--- config.mk ---
export PLATFORM = sky130hd
export DESIGN_NAME = serial_subtractor
export DESIGN_NICKNAME = d
export VERILOG_FILES = /design/src/rtl/serial_subtractor_pkg.sv /design/src/rtl/full_subtractor.sv /design/src/rtl/serial_subtractor.sv
export SDC_FILE = /design/constraint.sdc
export NUM_CORES = 1
export LEC_CHECK = 0
export ABC_AREA = 1
export CORE_ASPECT_RATIO = 2
export CORE_MARGIN = 2
export CORE_UTILIZATION = 25
export DETAILED_ROUTE_END_ITERATION = 16
export GPL_TIMING_DRIVEN = 1
export PLACE_DENSITY = 0.42
export RECOVER_POWER = 50
export SYNTH_ARGS = -nofsm -noshare
export SYNTH_HDL_FRONTEND = slang
export SYNTH_SLANG_ARGS = --single-unit
--- constraint.sdc ---
create_clock -name Clk -period 2.32 [get_ports Clk]
set_clock_uncertainty 0.1 [all_clocks]
set_input_delay 0.348 -clock Clk [delete_from_list [all_inputs] [get_ports Clk]]
set_output_delay 0.348 -clock Clk [all_outputs]
set_load 0.005 [all_outputs]
--- src/rtl/serial_subtractor_pkg.sv ---
// Shared types and constants for the bit-serial subtractor.
package serial_subtractor_pkg;

    localparam int unsigned DEFAULT_WIDTH = 8;

    typedef enum logic [1:0] {
        IDLE,
        RUN,
        DONE
    } state_e;

endpackage

--- src/rtl/full_subtractor.sv ---
// One-bit full subtractor: difference and borrow-out of X - Y - Bin.
module full_subtractor (
    input  logic X,
    input  logic Y,
    input  logic Bin,
    output logic Diff,
    output logic Bout
);

    assign Diff = X ^ Y ^ Bin;
    assign Bout = (~X & Y) | (~(X ^ Y) & Bin);

endmodule

--- src/rtl/serial_subtractor.sv ---
// Bit-serial subtractor: computes A - B - Bin one bit per cycle, LSB first.
module serial_subtractor
    import serial_subtractor_pkg::*;
#(
    parameter int unsigned WIDTH = DEFAULT_WIDTH
) (
    input  logic             Clk,
    input  logic             Rst,
    input  logic             Start,
    input  logic [WIDTH-1:0] A,
    input  logic [WIDTH-1:0] B,
    input  logic             Bin,
    output logic             Busy,
    output logic             Done,
    output logic [WIDTH-1:0] Diff,
    output logic             Bout
);

    localparam int unsigned CW = $clog2(WIDTH + 1);
    localparam logic [CW-1:0] LAST_BIT = CW'(WIDTH - 1);

    state_e           state_q, state_d;
    logic [CW-1:0]    cnt_q, cnt_d;
    logic             br_q, br_d;
    logic [WIDTH-1:0] a_q, a_d;
    logic [WIDTH-1:0] b_q, b_d;
    logic [WIDTH-1:0] res_q, res_d;
    logic [WIDTH-1:0] diff_q, diff_d;
    logic             bout_q, bout_d;

    logic fs_diff;
    logic fs_bout;

    full_subtractor u_fs (
        .X    (a_q[0]),
        .Y    (b_q[0]),
        .Bin  (br_q),
        .Diff (fs_diff),
        .Bout (fs_bout)
    );

    always_comb begin
        state_d = state_q;
        cnt_d   = cnt_q;
        br_d    = br_q;
        a_d     = a_q;
        b_d     = b_q;
        res_d   = res_q;
        diff_d  = diff_q;
        bout_d  = bout_q;

        unique case (state_q)
            IDLE, DONE: begin
                if (Start) begin
                    a_d     = A;
                    b_d     = B;
                    br_d    = Bin;
                    cnt_d   = '0;
                    state_d = RUN;
                end else begin
                    state_d = IDLE;
                end
            end
            RUN: begin
                a_d   = a_q >> 1;
                b_d   = b_q >> 1;
                br_d  = fs_bout;
                res_d = {fs_diff, res_q[WIDTH-1:1]};
                cnt_d = cnt_q + CW'(1);
                // The last bit lands in the result register and the outputs on the same edge.
                if (cnt_q == LAST_BIT) begin
                    diff_d  = {fs_diff, res_q[WIDTH-1:1]};
                    bout_d  = fs_bout;
                    state_d = DONE;
                end
            end
            default: state_d = IDLE;
        endcase
    end

    always_ff @(posedge Clk) begin
        if (Rst) begin
            state_q <= IDLE;
            cnt_q   <= '0;
            br_q    <= 1'b0;
            a_q     <= '0;
            b_q     <= '0;
            res_q   <= '0;
            diff_q  <= '0;
            bout_q  <= 1'b0;
        end else begin
            state_q <= state_d;
            cnt_q   <= cnt_d;
            br_q    <= br_d;
            a_q     <= a_d;
            b_q     <= b_d;
            res_q   <= res_d;
            diff_q  <= diff_d;
            bout_q  <= bout_d;
        end
    end

    assign Busy = (state_q == RUN);
    assign Done = (state_q == DONE);
    assign Diff = diff_q;
    assign Bout = bout_q;

endmodule

=== Word level (Yosys, flattened, before mapping) ===
Cells that the tools add are included.

* Latch bits: 0
* Bits in registers: 40
* Input bits: 20
* Output and inout bits: 11
* Word-level logic and storage cells: 37
* Memories kept: 0
* Memory bits (read-only): 0
* RAM bits: 0

* Add/subtract/negate cells: 1
* Magnitude comparators: 0
* Multiplexer cells: 11
* Multiply operators: 0
* Shift operators: 0
* Bitwise operators: 7
* Reduce and logical (&&, ||, !) cells: 5
* Equality and inequality tests: 5
* Divide/modulo/power cells: 0

{| class="wikitable"
|+ Operators by type and width
! kind !! number
|-
| $pmux 8 s2 || 2
|-
| $mux 8 || 2
|-
| $pmux 4 s2 || 1
|-
| $add 4x1->4 const B || 1
|-
| $eq 4x3->1 const B || 1
|-
| $mux 4 || 1
|-
| $pmux 2 s2 || 1
|-
| $reduce_and 2->1 || 2
|-
| $and 1x1->1 || 2
|-
| $eq 2x1->1 const B || 1
|-
| $eq 2x2->1 const B || 1
|-
| $logic_not 2->1 || 1
|-
| $mux 1 || 2
|-
| $mux 2 || 1
|-
| $ne 2x1->1 const B || 1
|-
| $ne 2x2->1 const B || 1
|-
| $not 1->1 || 2
|-
| $pmux 1 s2 || 1
|-
| $reduce_bool 2->1 || 1
|-
| $reduce_or 2->1 || 1
|-
| $xor 1x1->1 || 2
|-
| $or 1x1->1 || 1
|}

=== Longest topological paths before layout ===
Gate-level depths: netlist of the first run.

* Word-level depth: 5
* Depth in mapped cells: 8
* Mapped depth without buffers: 7

=== Cells and area by module ===
Synthesis of the first run repeated with hierarchy kept, for this count alone.

* Cell total of the unflattened synthesis: 243
* Area, all modules: 1,774.2 sq um

{| class="wikitable"
|+ By module, submodules not included
! module !! instances !! area an instance (sq um) !! cells each !! sequential area each (sq um)
|-
| serial_subtractor || 1 || 1,742.9 || 239 || 780.7
|-
| full_subtractor || 1 || 31.3 || 4 || 0.0
|}

=== Least setup slack after synthesis of the first run ===
No wires, ideal clock.

* Path type: reg-to-reg
* Start: reg b_q[0]
* End: reg res_q[7]
* Path buffers: 0
* Data required time: 2,104 ps
* Setup time: 116 ps
* Data arrival time: 1,031 ps
* Cell stages (with the launch flop): 5
* Path slack: 1,074 ps
* Clock period less this slack: 1,246 ps
* Cells stage by stage: dfxtp_1 > inv_1 > fa_1 > o21ai_0 > nor2_1

* Word-level cells in the longest chain between the ends: 2

{| class="wikitable"
|+ RTL lines
! element !! RTL line !! text
|-
| start: declaration || serial_subtractor.sv:26 || <nowiki>logic [WIDTH-1:0] b_q, b_d;</nowiki>
|-
| start signal: assignment || serial_subtractor.sv:87 || <nowiki>b_q <= '0;</nowiki>
|-
| start signal: assignment || serial_subtractor.sv:96 || <nowiki>b_q <= b_d;</nowiki>
|-
| $xor 1x1->1 (2 in series) || full_subtractor.sv:10 || <nowiki>assign Diff = X ^ Y ^ Bin;</nowiki>
|-
| via fs_diff || serial_subtractor.sv:31 || <nowiki>logic fs_diff;</nowiki>
|-
| end signal: assignment || serial_subtractor.sv:97 || <nowiki>res_q <= res_d;</nowiki>
|-
| end: declaration || serial_subtractor.sv:27 || <nowiki>logic [WIDTH-1:0] res_q, res_d;</nowiki>
|}

The timed path passes the listed nets, and every way through them passes these cells.
A chain may end at the register's enable or synchronous reset.

=== Worst setup path in the final report of the first run ===
* Start: reg state_q[0]
* End: out Busy

* Word-level cells in the longest chain between the ends: 1

{| class="wikitable"
|+ RTL lines
! element !! RTL line !! text
|-
| start: declaration || serial_subtractor.sv:22 || <nowiki>state_e state_q, state_d;</nowiki>
|-
| start signal: assignment || serial_subtractor.sv:92 || <nowiki>state_q <= state_d;</nowiki>
|-
| $eq 2x1->1 || serial_subtractor.sv:103 || <nowiki>assign Busy = (state_q == RUN);</nowiki>
|-
| end: declaration || serial_subtractor.sv:13 || <nowiki>output logic Busy,</nowiki>
|}

No other way between the ends.

==> metrics.md, run 1 <==
| Metric | Value |
|---|---|
| Worst Setup Path Type | flop to output port |
| Pre-CTS setup slack | 0.639 ns |
| Critical-path cell list | clkinvlp_2 -> nor2_4 -> clkdlybuf4s50_1 |
| Mux cell area share after synthesis | 0% |
| Most frequent cell after synthesis | nand3_1 |
| Final Max Slew Viols | 0 |
| Die X | 64.1 um |
| Yosys reg bits | 39 |
| R2R Setup Slk | 0.36 ns |
| Cell internal pwr | 0.00140 W |
| # Post-CTS Setup Buffers | 0 |
| Non-Filler Instances | 356 |
| Mapped Cells | 239 |
| Synthesized area | 1810 um2 |
| Simple-Gate Fraction of Synth Area | 34.7% |
| H-tree lvl count | 2 |
| Leakage power | 0.963 nW |
| Total CTS buffers | 5 |
| Seq/Total Area, Yosys | 43.2% |
| Worst VDD drop | 0.399 mV |
| Compound-cell area share of the yosys netlist | 8.73% |
| Worst skew pair latency | 0.28 ns |
| Number of library cell types mapped by synthesis | 24 |
| DR pass1 iterations | 5 |
| Maxcap violations | 0 |
| CTS tree | done |
| Mean post-synth cell area | 7.56 um2 |
| Hold path start | res_q[1] |
| Fin. Hold Viols | 0 |
| Part of the power in combinational logic | 10.6% |
| Final #Nets | 287 |
| Root buf cell | clkbuf_16 |
| Slowest library cell on the worst path | clkdlybuf4s50_1 |
| Placer congestion estimate | 0.698 |
| FP Rows | 43 |
| Post-DP HPWL | 2.91 mm |
| R2r startpoint | state_q[0] |
| Least-Margin Pin Slew | 0.823 ns |
| Net load switching power | 0.000398 W |
| Final ANT Viol Nets | 0 |
| Crit-path max cell delay | 0.57 ns |
| Area of the core | 6990 um2 |
| Initial DRC Count | 77 |
| Crit Path Max Fanout | 13 |
| Global Route Usage Sum | 11.6% |
| Unrepaired setup endpoints after global routing | false |
| Yosys warning total | 0 |
| EDFF count, synth | 0 |
| Grt ovf | 0 |
| Slew headroom | 45.0% |
| R2R depth | 7 |
| Layout cell share with drive strength beyond 1 | 8.65% |
| I/O pins | 31 |
| DR vias | 1583 |
| CTS clk-pin slew, worst paths | 0.06 ns |
| Cell Pwr Density | 777 nW/um2 |
| WP data required | 1.87 ns |
| Crit share post-route | 89.3% |
| Die Y-Extent | 124 um |
| FFs w/ async S/R, synth | 0% |
| Number of port buffers | 30 |
| Post_cts resized | 0 |
| Area grow syn2layout | 28.3% |
| Filler Cell Count | 779 |
| Global-route wire length before repair | 7.28 mm |
| Crit path buf inv count | 2 |
| Worst EP arrival | 1.62 ns |
| Post-Synth XOR/XNOR Area | 0% |
| Largest family of logic cells by synthesized area | simple AND/OR/NAND/NOR gates |
| Dpl cells | 348 |
| Syn nets | 261 |
| Synth Area in Adders | 1.80% |
| Tmin final | 2.07 ns |
| Sw Share | 22.1% |
| Final worst slack | 0.249 ns |
| Hold-fix buffers, CTS | 0 |
| Clock buffer depth | 2 |
| Critical path capture point | Busy |
| Share of the synthesized area in the top cell type | 43.2% |
| Synth area leader | dfxtp_1 |
| Die area | 7960 um2 |
| Worst R2R End | cnt_q[3] |
| Endpoint class of the critical path | output port |
| Top cells by count, synth | nand3_1, dfxtp_1, nand2_1 |
| Hold crit path type | flop to flop |
| Drt total wl | 4.21 mm |
| Synth area leaders | dfxtp_1, nand3_1, nand2_1 |
| N_diodes | 0 |
| Drt wl/cell | 11.8 um |
| FMAX | 483 MHz |
| Flop pwr share | 40.3% |
| Residual DRC | 0 |
| Most used DFF post-synth | dfxtp_1 |
| Clock sink count | 39 |
| Initial Utilization | 25.8% |
| Critical Path Start | state_q[0] |
| Status | finished clean |
| Initial antenna violation count | 0 |
| Final setup viols | 0 |
| Startpoint types | flop |
| CP top delay family | buffers and inverters |
| Levels on crit path | 3 |
| Largest net degree at the start of global routing | 30 |
| Vias in the first global route | 1568 |
| Via-per-instance ratio | 4.45 |
| Clock Power Share | 49.1% |
| Setup TNS | 0 ns |
## power groups by stage
stage	Combinational [W]	Sequential [W]	Clock, W
global route	0.000221	0.000730	0.000928
CTS	0.000199	0.000727	0.000903
finish	0.000192	0.000726	0.000883
detailed placement	0.000199	0.000742	0
global placement	0.000199	0.000741	0
floorplan	0.000149	0.000735	0
## metrics by stage
step	util, %	hold WS (ns)	power (W)	area (um2)
after floorplan	-	0.331	0.000885	1810
after global placement	30.6	0.355	0.000940	2140
after detailed placement	30.6	0.358	0.000940	2140
after CTS	33.3	0.366	0.00183	2330
after global routing	33.1	0.383	0.00188	2320
final	33.1	0.361	0.00180	2320
## worst min-delay path, stage by stage (launching register included)
cell and delay [ns]:
dfxtp_1 0.29, inv_1 0.06, a21oi_1 0.06
## cell usage in the layout, fill, tap and decap left out, drive strengths merged
cell type,instances
clkinv,1
nor2,26
fa,1
bufinv,2
nand3,67
clkinvlp,1
clkdlybuf4s50,28
dlygate4sd3,2
buf,5
clkbuf,6
dfxtp,39
ha,1
inv,21
nand2,36
o21ai,9
a21oi,21
## final cells by class
class / instances / area, um2 / share of cell area [%]
Multi-Input combinational cell: 161 / 810 / 34.9
Tap cell: 90 / 113 / 4.86
Clock inverter: 2 / 60.1 / 2.59
Sequential cell: 39 / 781 / 33.7
Inverter: 23 / 87.6 / 3.78
Timing Repair Buffer: 35 / 338 / 14.6
Clock buffer: 6 / 129 / 5.56
## registers in the layout, indices dropped and copies added (netlist names)
signal	count
Bout	1
Diff	8
a_q	8
b_q	8
br_q	1
cnt_q	4
res_q	7
state_q	2
## cell families (layout without fill, tap and decap cells)
logic type	after synthesis	in the layout
buffers and inverters	39	66
adder cells (fa/ha/maj)	2	2
AO/OA/AOI/OAI	30	30
AND/OR/NAND/NOR	129	129
flip-flops	39	39
## metal layers
layer / up-vias / global-route usage, % / wire, um
li1: 831 / - / -
met1: 717 / 12.4 / 1800
met2: 29 / 20.8 / 2190
met3: 6 / 2.53 / 122
met4: 0 / 5.63 / 102
met5: - / 0 / 0
## how the worst min path moves through the flow
stage | end | slack [ns] | depth (start not counted)
2_1_floorplan | res_q[1] | 0.33 | 2
3_3_place_gp | res_q[1] | 0.35 | 2
3_5_place_dp | res_q[1] | 0.36 | 2
4_1_cts | res_q[1] | 0.37 | 2
5_1_grt | Diff[1] | 0.38 | 2
6_report | res_q[1] | 0.36 | 2
Power figures use the tool's default switching activity.
==> inputs of run 2 (changes only) <==
- CTS_CLUSTER_SIZE: default -> 28
==> results of run 2 <==
Final layout, timing and power as in run 1 (identical DEF).
==> inputs of run 3 (changes only) <==
- REMOVE_ABC_BUFFERS: default -> 1
- SKIP_LAST_GASP: default -> 1
==> run 3 against run 2 <==
Maximum frequency shrank 0.21%. Register-to-register slack gained 0.07 ns. Sequential power is essentially flat. Sequential share of layout area grew 0.59 points. Via count shrank 2.0%. Clock-buffer cell count shrank 1. Combinational power is essentially flat. Clock power shrank 25%. Global-route usage grew 0.31 points. Critical path type unchanged. Setup slack lost 0.0043 ns.
==> metrics.md, run 3 (synthesized netlist as in run 1, its figures left out) <==
| Metric | Value |
|---|---|
| Die Y-Extent | 124 um (unchanged) |
| Cell Pwr Density | 694 nW/um2 (-11%) |
| Critical-path cell list | clkinvlp_2 -> nor2_4 -> clkdlybuf4s50_1 |
| FMAX | 482 MHz (-0.21%) |
| Initial Utilization | 25.8% (unchanged) |
| FP Rows | 43 (unchanged) |
| CTS tree | done |
| Global Route Usage Sum | 11.9% (+0.31 points) |
| Status | finished clean |
| Clock buffer depth | 2 (unchanged) |
| # Post-CTS Setup Buffers | 0 (unchanged) |
| Drt wl/cell | 12.0 um (+1.2%) |
| Residual DRC | 0 (unchanged) |
| Non-Filler Instances | 358 (+0.56%) |
| I/O pins | 31 (unchanged) |
| Slew headroom | 57.3% (+12 points) |
| CTS clk-pin slew, worst paths | 0.06 ns (about the same) |
| Slowest library cell on the worst path | clkdlybuf4s50_1 |
| Vias in the first global route | 1606 (+2.4%) |
| Placer congestion estimate | 0.706 (+1.1%) |
| DR pass1 iterations | 4 (-1) |
| Hold crit path type | flop to flop |
| Least-Margin Pin Slew | 0.638 ns (-0.186 ns) |
| WP data required | 1.87 ns (about the same) |
| Unrepaired setup endpoints after global routing | false |
| H-tree lvl count | 2 (unchanged) |
| Final #Nets | 289 (+0.70%) |
| Die X | 64.1 um (unchanged) |
| Area of the core | 6990 um2 (unchanged) |
| Grt ovf | 0 (unchanged) |
| Root buf cell | clkbuf_16 |
| Post_cts resized | 0 (unchanged) |
| N_diodes | 0 (unchanged) |
| Worst Setup Path Type | flop to output port |
| Most common cell after layout, fill and taps aside | nand3_1 |
| Filler Cell Count | 778 (-0.13%) |
| Leakage power | 0.972 nW (+0.89%) |
| Crit Path Max Fanout | 8 (-5) |
| Maxcap violations | 0 (unchanged) |
| Final ANT Viol Nets | 0 (unchanged) |
| Largest net degree at the start of global routing | 30 (unchanged) |
| Layout cell share with drive strength beyond 1 | 9.33% (+0.68 points) |
| Drt total wl | 4.29 mm (+1.8%) |
| Dpl cells | 350 (+0.57%) |
| Crit share post-route | 89.5% (+0.19 points) |
| Hold-fix buffers, CTS | 0 (unchanged) |
| Crit-path max cell delay | 0.51 ns (-0.06 ns) |
| Die area | 7960 um2 (unchanged) |
| Hold Slack | 0.357 ns (-0.00409 ns) |
| Most frequent cells in the layout | nand3_1, dfxtp_1, nand2_1, nor2_1, clkdlybuf4s50_1 |
| Clock sink count | 39 (unchanged) |
| Via-per-instance ratio | 4.33 (-2.6%) |
| Worst VDD drop | 0.287 mV (-28%) |
| Startpoint types | flop |
| Total CTS buffers | 5 (unchanged) |
| Post-DP HPWL | 3.01 mm (+3.6%) |
| Setup TNS | 0 ns (unchanged) |
| Worst skew pair latency | 0.28 ns (about the same) |
| Endpoint class of the critical path | output port |
| Global-route wire length before repair | 7.51 mm (+3.1%) |
| Area grow syn2layout | 26.0% |
| Util after Layout | 32.6% (-0.57 points) |
| Final Max Slew Viols | 0 (unchanged) |
| Initial DRC Count | 39 (-49%) |
| Worst EP arrival | 1.63 ns (about the same) |
| Tmin final | 2.08 ns (+0.00429 ns) |
| Initial antenna violation count | 0 (unchanged) |
| Fin. Hold Viols | 0 (unchanged) |
| Number of port buffers | 30 (unchanged) |
| Final setup viols | 0 (unchanged) |
| DR vias | 1551 (-2.0%) |
run 3: cell count changes in the layout (fill, tap and decap cells not counted), sizes merged:
cell and delta:
dlygate4sd3 +5, buf +1, bufinv -2, clkdlybuf4s50 -5, clkinv +3
run 3: power breakdown:
part	switching (W)	total, W	leakage [nW]	internal (W)
Clock	0.000268	0.000660	0.0733	0.000392
Sequential	0.0000235	0.000729	0.319	0.000705
Combinational	0.000108	0.000192	0.579	0.0000834
Total	0.000400	0.00158	0.972	0.00118
run 3: worst paths after layout:
check | from | to | slack (ns) | cells past startpoint
hold / removal | res_q[1] | res_q[1] | 0.36 | 2
setup reg to reg | state_q[0] | Diff[7] | 0.43 | 5
hold reg to reg | res_q[1] | res_q[1] | 0.36 | 2
setup / recovery | state_q[0] | Busy | 0.24 | 3
run 3: through the flow:
stage | setup WS (ns) | total power (W) | cell area, um2
2_1_floorplan | 0.698 | 0.000849 | 1690
3_3_place_gp | 0.648 | 0.000942 | 2150
3_5_place_dp | 0.633 | 0.000944 | 2150
4_1_cts | 0.316 | 0.00161 | 2290
5_1_grt | 0.139 | 0.00166 | 2280
6_report | 0.244 | 0.00158 | 2280
run 3: worst max-delay path, delay by kind of cell (launching register included):
| family | cells | cell delay [ns] |
|---|---|---|
| and+or+nand+nor | 1 | 0.12 |
| DFF | 1 | 0.49 |
| buffers and inverters | 2 | 0.74 |
run 3: routing by layer:
layer / up-vias / routed length, um / track usage (%)
met5: - / 0 / 0
met4: 0 / 95 / 5.26
met3: 7 / 88 / 2.17
met2: 21 / 2340 / 22.0
met1: 685 / 1770 / 12.7
li1: 838 / - / -
run 3: area by class of cell:
| class | instances | area (um2) | share of cell area [%] |
|---|---|---|---|
| clock buffer | 5 | 125 | 5.49 |
| inverter | 23 | 87.6 | 3.85 |
| timing repair buffer | 37 | 349 | 15.3 |
| clock inverter | 3 | 15.0 | 0.659 |
| sequential | 39 | 781 | 34.3 |
| multi-input combinational | 161 | 807 | 35.4 |
| tap | 90 | 113 | 4.95 |
